## config.mk

```make
export PLATFORM = sky130hd
export DESIGN_NAME = gpio_ctrl
export DESIGN_NICKNAME = d
export VERILOG_FILES = /design/src/rtl/gpio_pkg.sv /design/src/rtl/gpio_sync.sv /design/src/rtl/gpio_ctrl.sv
export SDC_FILE = /design/constraint.sdc
export NUM_CORES = 1
export LEC_CHECK = 0
export BUFFER_PORTS_ARGS = -buffer_cell sky130_fd_sc_hd__buf_2
export CORE_MARGIN = 3
export CORE_UTILIZATION = 40
export DETAILED_ROUTE_END_ITERATION = 7
export HOLD_SLACK_MARGIN = 0.1
export PLACE_DENSITY = 0.6
export SETUP_SLACK_MARGIN = 0.05
export SYNTH_ARGS = -nofsm -noshare
export SYNTH_HDL_FRONTEND = slang
export SYNTH_SLANG_ARGS = --single-unit
```

## constraint.sdc

```tcl
create_clock -name clk -period 5.9 [get_ports clk]
set_clock_uncertainty 0.15 [all_clocks]
set_input_delay 0.295 -clock clk [delete_from_list [all_inputs] [get_ports clk]]
set_output_delay 0.295 -clock clk [all_outputs]
set_load 0.02 [all_outputs]
```

## src/rtl/gpio_pkg.sv

```systemverilog
// Shared constants for the GPIO register controller: register map and reset values.
package gpio_pkg;

    localparam int ADDR_DOUT     = 0;
    localparam int ADDR_TRI      = 1;
    localparam int ADDR_DIN      = 2;
    localparam int ADDR_RISE_EN  = 3;
    localparam int ADDR_FALL_EN  = 4;
    localparam int ADDR_IRQ_STAT = 5;
    localparam int ADDR_DOUT_SET = 6;
    localparam int ADDR_DOUT_CLR = 7;

    // Wide enough for any sane pin count; users truncate to their own width.
    localparam logic [63:0] TRI_RESET = '1;

endpackage

```

## src/rtl/gpio_sync.sv

```systemverilog
// Bank of independent 2-flop synchronizers for asynchronous level inputs
// (pads, switches, buttons). Each bit is synchronized on its own.
module gpio_sync #(
    parameter int WIDTH = 16
) (
    input  logic             clk,
    input  logic             rst,
    input  logic [WIDTH-1:0] i_async,
    output logic [WIDTH-1:0] o_sync
);

    (* ASYNC_REG = "TRUE" *) logic [WIDTH-1:0] r_meta;
    (* ASYNC_REG = "TRUE" *) logic [WIDTH-1:0] r_sync;

    always_ff @(posedge clk or posedge rst) begin
        if (rst) begin
            r_meta <= '0;
            r_sync <= '0;
        end else begin
            // NOTE: non-blocking assignments make r_sync take the old r_meta, giving two real stages.
            r_meta <= i_async;
            r_sync <= r_meta;
        end
    end

    assign o_sync = r_sync;

endmodule

```

## src/rtl/gpio_ctrl.sv

```systemverilog
// Register-mapped GPIO controller: output data/tristate registers for the pad
// wrapper, synchronized pad input and per-pin rise/fall edge interrupts.
module gpio_ctrl
    import gpio_pkg::*;
#(
    parameter int GPIO_WIDTH = 16,
    parameter int ADDR_W     = 3
) (
    input  logic                  clk,
    input  logic                  rst,
    input  logic                  reg_wr,
    input  logic                  reg_rd,
    input  logic [ADDR_W-1:0]     reg_addr,
    input  logic [GPIO_WIDTH-1:0] reg_wdata,
    output logic [GPIO_WIDTH-1:0] reg_rdata,
    output logic                  reg_rvalid,
    output logic [GPIO_WIDTH-1:0] gpio_write,
    output logic [GPIO_WIDTH-1:0] gpio_status,
    input  logic [GPIO_WIDTH-1:0] gpio_read,
    output logic                  irq
);

    logic [GPIO_WIDTH-1:0] r_dout;
    logic [GPIO_WIDTH-1:0] r_tri;
    logic [GPIO_WIDTH-1:0] r_rise_en;
    logic [GPIO_WIDTH-1:0] r_fall_en;
    logic [GPIO_WIDTH-1:0] r_irq_stat;
    logic [GPIO_WIDTH-1:0] r_prev;
    logic [GPIO_WIDTH-1:0] r_rdata;
    logic                  r_rvalid;
    logic                  r_irq;

    logic [GPIO_WIDTH-1:0] w_din;
    logic [GPIO_WIDTH-1:0] w_rise;
    logic [GPIO_WIDTH-1:0] w_fall;
    logic [GPIO_WIDTH-1:0] w_clr_mask;
    logic [GPIO_WIDTH-1:0] w_rdata_next;

    gpio_sync #(
        .WIDTH (GPIO_WIDTH)
    ) u_sync (
        .clk     (clk),
        .rst     (rst),
        .i_async (gpio_read),
        .o_sync  (w_din)
    );

    assign w_rise = w_din & ~r_prev;
    assign w_fall = ~w_din & r_prev;

    always_comb begin
        // NOTE: default assigned first so every path drives the signal and no latch is inferred.
        w_rdata_next = '0;
        case (reg_addr)
            ADDR_W'(ADDR_DOUT):     w_rdata_next = r_dout;
            ADDR_W'(ADDR_TRI):      w_rdata_next = r_tri;
            ADDR_W'(ADDR_DIN):      w_rdata_next = w_din;
            ADDR_W'(ADDR_RISE_EN):  w_rdata_next = r_rise_en;
            ADDR_W'(ADDR_FALL_EN):  w_rdata_next = r_fall_en;
            ADDR_W'(ADDR_IRQ_STAT): w_rdata_next = r_irq_stat;
            default:                w_rdata_next = '0;
        endcase
    end

    always_comb begin
        w_clr_mask = '0;
        if (reg_wr && reg_addr == ADDR_W'(ADDR_IRQ_STAT)) begin
            w_clr_mask = reg_wdata;
        end
    end

    always_ff @(posedge clk or posedge rst) begin
        if (rst) begin
            r_dout    <= '0;
            r_tri     <= GPIO_WIDTH'(TRI_RESET);
            r_rise_en <= '0;
            r_fall_en <= '0;
        end else if (reg_wr) begin
            case (reg_addr)
                ADDR_W'(ADDR_DOUT):     r_dout    <= reg_wdata;
                ADDR_W'(ADDR_TRI):      r_tri     <= reg_wdata;
                ADDR_W'(ADDR_RISE_EN):  r_rise_en <= reg_wdata;
                ADDR_W'(ADDR_FALL_EN):  r_fall_en <= reg_wdata;
                ADDR_W'(ADDR_DOUT_SET): r_dout    <= r_dout | reg_wdata;
                ADDR_W'(ADDR_DOUT_CLR): r_dout    <= r_dout & ~reg_wdata;
                default: ;
            endcase
        end
    end

    // New edges are OR-ed in after the W1C mask, so a same-cycle edge survives its clear.
    always_ff @(posedge clk or posedge rst) begin
        if (rst) begin
            r_prev     <= '0;
            r_irq_stat <= '0;
            r_irq      <= 1'b0;
        end else begin
            r_prev     <= w_din;
            r_irq_stat <= (r_irq_stat & ~w_clr_mask) | (w_rise & r_rise_en) | (w_fall & r_fall_en);
            r_irq      <= |r_irq_stat;
        end
    end

    always_ff @(posedge clk or posedge rst) begin
        if (rst) begin
            r_rdata  <= '0;
            r_rvalid <= 1'b0;
        end else begin
            r_rvalid <= reg_rd;
            if (reg_rd) begin
                r_rdata <= w_rdata_next;
            end
        end
    end

    assign reg_rdata   = r_rdata;
    assign reg_rvalid  = r_rvalid;
    assign gpio_write  = r_dout;
    assign gpio_status = r_tri;
    assign irq         = r_irq;

endmodule

```

# Word level (Yosys, flattened, before mapping)
# Cells that the tools add are included.
[classes]
n_eq_ne = 7
n_mux = 3
bitwise_logic = 13
n_reduce_logical = 8
[ops]
columns = ["operator", "count"]
rows = [
  ["$and A16 B16 Y16", 6],
  ["$pmux W16 S6", 1],
  ["$not A16 Y16", 4],
  ["$or A16 B16 Y16", 3],
  ["$pmux W16 S3", 1],
  ["$mux W16", 1],
  ["$reduce_or A16 Y1", 1],
  ["$eq A3 B3 Y1 const B", 4],
  ["$reduce_and A2 Y1", 4],
  ["$eq A3 B2 Y1 const B", 2],
  ["$eq A3 B1 Y1 const B", 1],
  ["$logic_not A3 Y1", 1],
  ["$reduce_bool A3 Y1", 1],
  ["$logic_and A1 B1 Y1", 1],
]
[totals]
register_bits = 146
inputBits = 39
output_inout_bits = 50

# Longest topological paths before layout
[depth]
depth_word = 7
mapped_depth = 6
ltp_nobuf = 3

# Cells and area by module
# A second synthesis with hierarchy kept.
[hier_totals]
cells_unflattened = 513
hier_area_um2 = 6437.4
[modules_own_cells]
columns = ["mod", "instances", "cells_each", "area_per_inst_um2"]
rows = [
  ["gpio_ctrl", 1, 480, 5632.9],
  ["gpio_sync", 1, 33, 804.5],
]

# Worst setup path before layout
# OpenSTA, ideal clock, no wires.
[synth_timing]
kind = "input-to-reg"
startpoint = "input reg_addr[1]"
endpoint = "register r_fall_en[0]"
arrival_time_ns = 1.455
path_slack_ns = 4.170
cell_stages = 6
path_buffers = 3
cell_sequence = "buf_2 or2_2 buf_4 nor2_8 buf_6 mux2_2"
[synth_between]
elab_chain_cells = 2
[synth_rtl]
columns = ["item", "line", "source"]
rows = [
  ["from (decl)", "gpio_ctrl.sv:13", "input logic [ADDR_W-1:0] reg_addr,"],
  ["$eq A3 B3 Y1", "gpio_ctrl.sv:79", "case (reg_addr)"],
  ["$reduce_and A2 Y1 (no source line)", "-", ""],
  ["to (signal assigned)", "gpio_ctrl.sv:83", "ADDR_W'(ADDR_FALL_EN): r_fall_en <= reg_wdata;"],
  ["to (decl)", "gpio_ctrl.sv:26", "logic [GPIO_WIDTH-1:0] r_fall_en;"],
]
# Every way passes these cells.
# A chain may end at the register's enable or synchronous reset.

# Worst setup path after layout
[layout_timing]
startpoint = "input reg_addr[2]"
endpoint = "register r_dout[12] (netlist: gpio_write[12])"
[layout_between]
elab_chain_cells = 3
elab_cells_between_ends = 6
classes_between = "2 x eq/ne; 1 x mux; 3 x reduce/logical"
[layout_rtl]
columns = ["item", "line", "source"]
rows = [
  ["$eq A3 B3 Y1 or $logic_not A3 Y1 (tied branches)", "gpio_ctrl.sv:79", ""],
  ["$reduce_bool A3 Y1 (no source line)", "-", ""],
  ["$reduce_and A2 Y1 (no source line)", "-", ""],
  ["to (signal assigned)", "gpio_ctrl.sv:80", "ADDR_W'(ADDR_DOUT): r_dout <= reg_wdata;"],
  ["to (signal assigned)", "gpio_ctrl.sv:84", "ADDR_W'(ADDR_DOUT_SET): r_dout <= r_dout | reg_wdata;"],
  ["to (signal assigned)", "gpio_ctrl.sv:85", "ADDR_W'(ADDR_DOUT_CLR): r_dout <= r_dout & ~reg_wdata;"],
  ["to (decl)", "gpio_ctrl.sv:23", "logic [GPIO_WIDTH-1:0] r_dout;"],
]
# Parallel ways exist; a longest one is shown, timed or not.

==> results.toml <==
[drt]
wl_um = 16900
drtPass1Iterations = 6
drc = 0
drt_iter0_markers = 467
vias = 4802
viasPerCell = 5.57
detail-route-antenna-nets = 0
drt-wirelength-per-cell_um = 19.6

[pwr]
switching_power_mw = 0.757
p_leak_nw = 3.42
ir_drop_mv = 0.204
combPwrFrac = 0.143
p_int_mw = 2.16
p_seq_frac = 0.430
p_clk_frac = 0.426
p_per_area_nw_per_um2 = 369
swShare = 0.259

[status]
status = "finished, final reports clean"

[critical_path]
crit_path_end_kind = "flip-flop"
worstPathArrival_ns = 3.02
critPathMaxStageDelay_ns = 0.62
cp_slowest_cell = "buf_2"
crit_fanout = 34
critical_path_depth = 5
path_delay_family = "simple AND/OR/NAND/NOR gates"
required_ns = 6.06
crit_path_cell_trace = "buf_2 -> buf_4 -> nand2b_1 -> nand3_1 -> a221oi_1"
path_class = "input pin to flip-flop"
critPathLaunchType = "input pin"
worst-path-buf-inv = 2
r2r_cells = 3

[floorplanning]
die_w_um = 132
initial_core_util = 0.412
die_area_um2 = 17400
die_y_um = 132
pin_count = 89
core_um2 = 15400
row_count = 45

[logic_synthesis]
synthTopCellsByCount = "dfrtp_1 (130), o21ai_0 (52), nand2_1 (34)"
seq_area_frac_synth = 0.580
synth_most_common_cell = "dfrtp_1"
synth-main-ff-cell = "dfrtp_1"
async_flop_share = 1.00
syn_area_um2 = 6340
synth_area_per_cell_um2 = 12.0
yosys.area.top_type = "dfrtp_1"
yosysUniqueCellTypes = 48
synth_edf_count = 0
syn_inst = 527
ys_seq_elements = 146
synthTopCellsByArea = "dfrtp_1 (51%), dfstp_2 (6.6%), mux2_2 (5.0%)"
synth_fp_nets = 566
yosysWarningCount = 0
yosys.area.top_type_share = 0.513

[sta]
drv_slew = 0
fmax_mhz = 349
report.final.hold_viol_count = 0
timing.slew.headroom = 0.340
worstMarginPinSlew_ns = 0.985
setup_viol = 0
fin_tns_setup_ns = 0
period_needed_ns = 2.86
rsz0062_at_grt = "false"
period_share = 0.485

[finish]
insertedDiodeCount = 0
multi_input_comb_area_um2 = 2360
area_delta_synth_final_pct = 25.0
regArea_um2 = 3670
utilization = 0.516
final_layout_size_suffix_gt1_frac = 0.287
layout.nets = 677
fillers = 1346

[placed_design]
dpl.hpwl_um = 10700
gp_congestion = 0.887
port_buffers = 88

[grt]
track_usage = 0.201
antenna_found_initial = 0
grt-ovfl-total = 0
grt_max_degree = 96
first_global_vias = 4814
grt_pass1_wl_um = 27400

[cts]
cts_tree = "done"
clk_path_buf_depth = 2
insertion_delay_ns = 0.42
clk_pin_slew_ns = 0.06
cts_sinks = 146
clockRootBuffer = "clkbuf_16"
cts_resized = 0
cts_made_buffers = 17
cts.htree.levels = 4

[hold_path]
hold_class = "input pin to flip-flop"
hold_depth = 2

[job]
cap_viol_max_count = 0
[power groups by stage]
stage | Combinational (mW) | Sequential, mW | Clock, mW
2_1_floorplan | 0.230 | 1.30 | 0
3_3_place_gp | 0.396 | 1.27 | 0
3_5_place_dp | 0.405 | 1.27 | 0
4_1_cts | 0.423 | 1.26 | 1.27
5_1_grt | 0.460 | 1.27 | 1.32
6_report | 0.419 | 1.26 | 1.25
[per-layer routing]
layer  GRT usage  vias to the layer above  wire [um]
met4      0.0543                        0        184
met2       0.316                      166       7930
met5           0                        -          0
met1       0.278                     2441       7680
li1            -                     2183          -
met3      0.0496                       12       1070
[cell usage in the layout (no fill, tap or decap), types with 3 or more instances in the layout]
cell           instances
a21boi_0               3
a21oi_1               11
a221oi_1              20
a31oi_1               12
a41oi_1                5
buf_2                 88
buf_4                  5
bufinv_16              6
clkbuf_16             17
clkbuf_8               3
clkinvlp_4             5
dfrtp_1              130
dfstp_2               16
dlygate4sd3_1         33
inv_1                 31
mux2_2                28
mux2_4                10
mux2i_1               23
nand2_1               34
nand2b_1               5
nand3_1                4
nand3b_1              16
nand4b_1               5
nor2_1                 7
nor2b_1                7
nor4_1                 4
nor4b_1                5
nor4bb_1               6
o211ai_1              16
o21ai_0               52
o221ai_1               4
o22a_1                 8
o22ai_1               10
[area by class of cell]
class	instances	share of cell area
multi-input cells	315	0.298
clock inverters	12	0.0286
well taps	211	0.0333
flip-flops and latches	146	0.463
repair buffers	126	0.102
clock buffers	20	0.0589
inverters	32	0.0158
[kinds of logic (layout without fill, tap and decap cells)]
logic type             Yosys count  count (layout)  synth area share
flip-flops                     146             146             0.580
AO/OA/AOI/OAI                  151             151             0.159
AND/OR/NAND/NOR                103             103             0.104
multiplexers                    61              61             0.110
buffers and inverters           66             190            0.0478
[per-stage QoR]
step	hold slack (ns)	power [mW]	setup slack [ns]	instances	instance area [um2]
6_report	0.172	2.92	3.04	862	7930
5_1_grt	0.184	3.05	2.85	862	7930
4_1_cts	0.149	2.95	3.12	862	7930
3_5_place_dp	0.185	1.68	2.68	797	6900
3_3_place_gp	0.182	1.66	2.77	797	6900
2_1_floorplan	0.176	1.53	1.56	527	6340
[worst reg2reg max path: cells and delay by family (launching register included)]
family	cells	cell delay [ns]
and+or+nand+nor	1	0.60
DFF	1	0.44
AOI/OAI and AO/OA	2	0.30
[registers in the layout, summed over array words and instances, names as in the netlist]
signal         cells
gpio_status       16
gpio_write        16
irq                1
r_fall_en         16
r_irq_stat        16
r_prev            16
r_rise_en         16
reg_rdata         16
reg_rvalid         1
u_sync.o_sync     16
u_sync.r_meta     16
[path summary, 6_finish.rpt]
kind                                  startpoint  slack (ns)           endpoint
worst min register to register  u_sync.r_meta[3]        0.20   u_sync.o_sync[3]
max in group asynchronous                    rst        3.98  u_sync.r_meta[11]
worst max register to register    gpio_write[15]        4.33      reg_rdata[15]
worst max-delay path                 reg_addr[2]        3.04     gpio_write[12]
worst min-delay path                 reg_addr[0]        0.17      gpio_write[3]
min in group asynchronous                    rst        0.43   u_sync.r_meta[8]
[repair_timing]
| item | CTS | global route |
|---|---|---|
| endpoints found under the setup margin | 0 | 0 |
| hold buffers | 33 | 0 |
| hold endpoints to repair | 163 | 0 |
| buffers inserted | 0 | 0 |
Note: power is estimated with default switching activity, not from simulation.
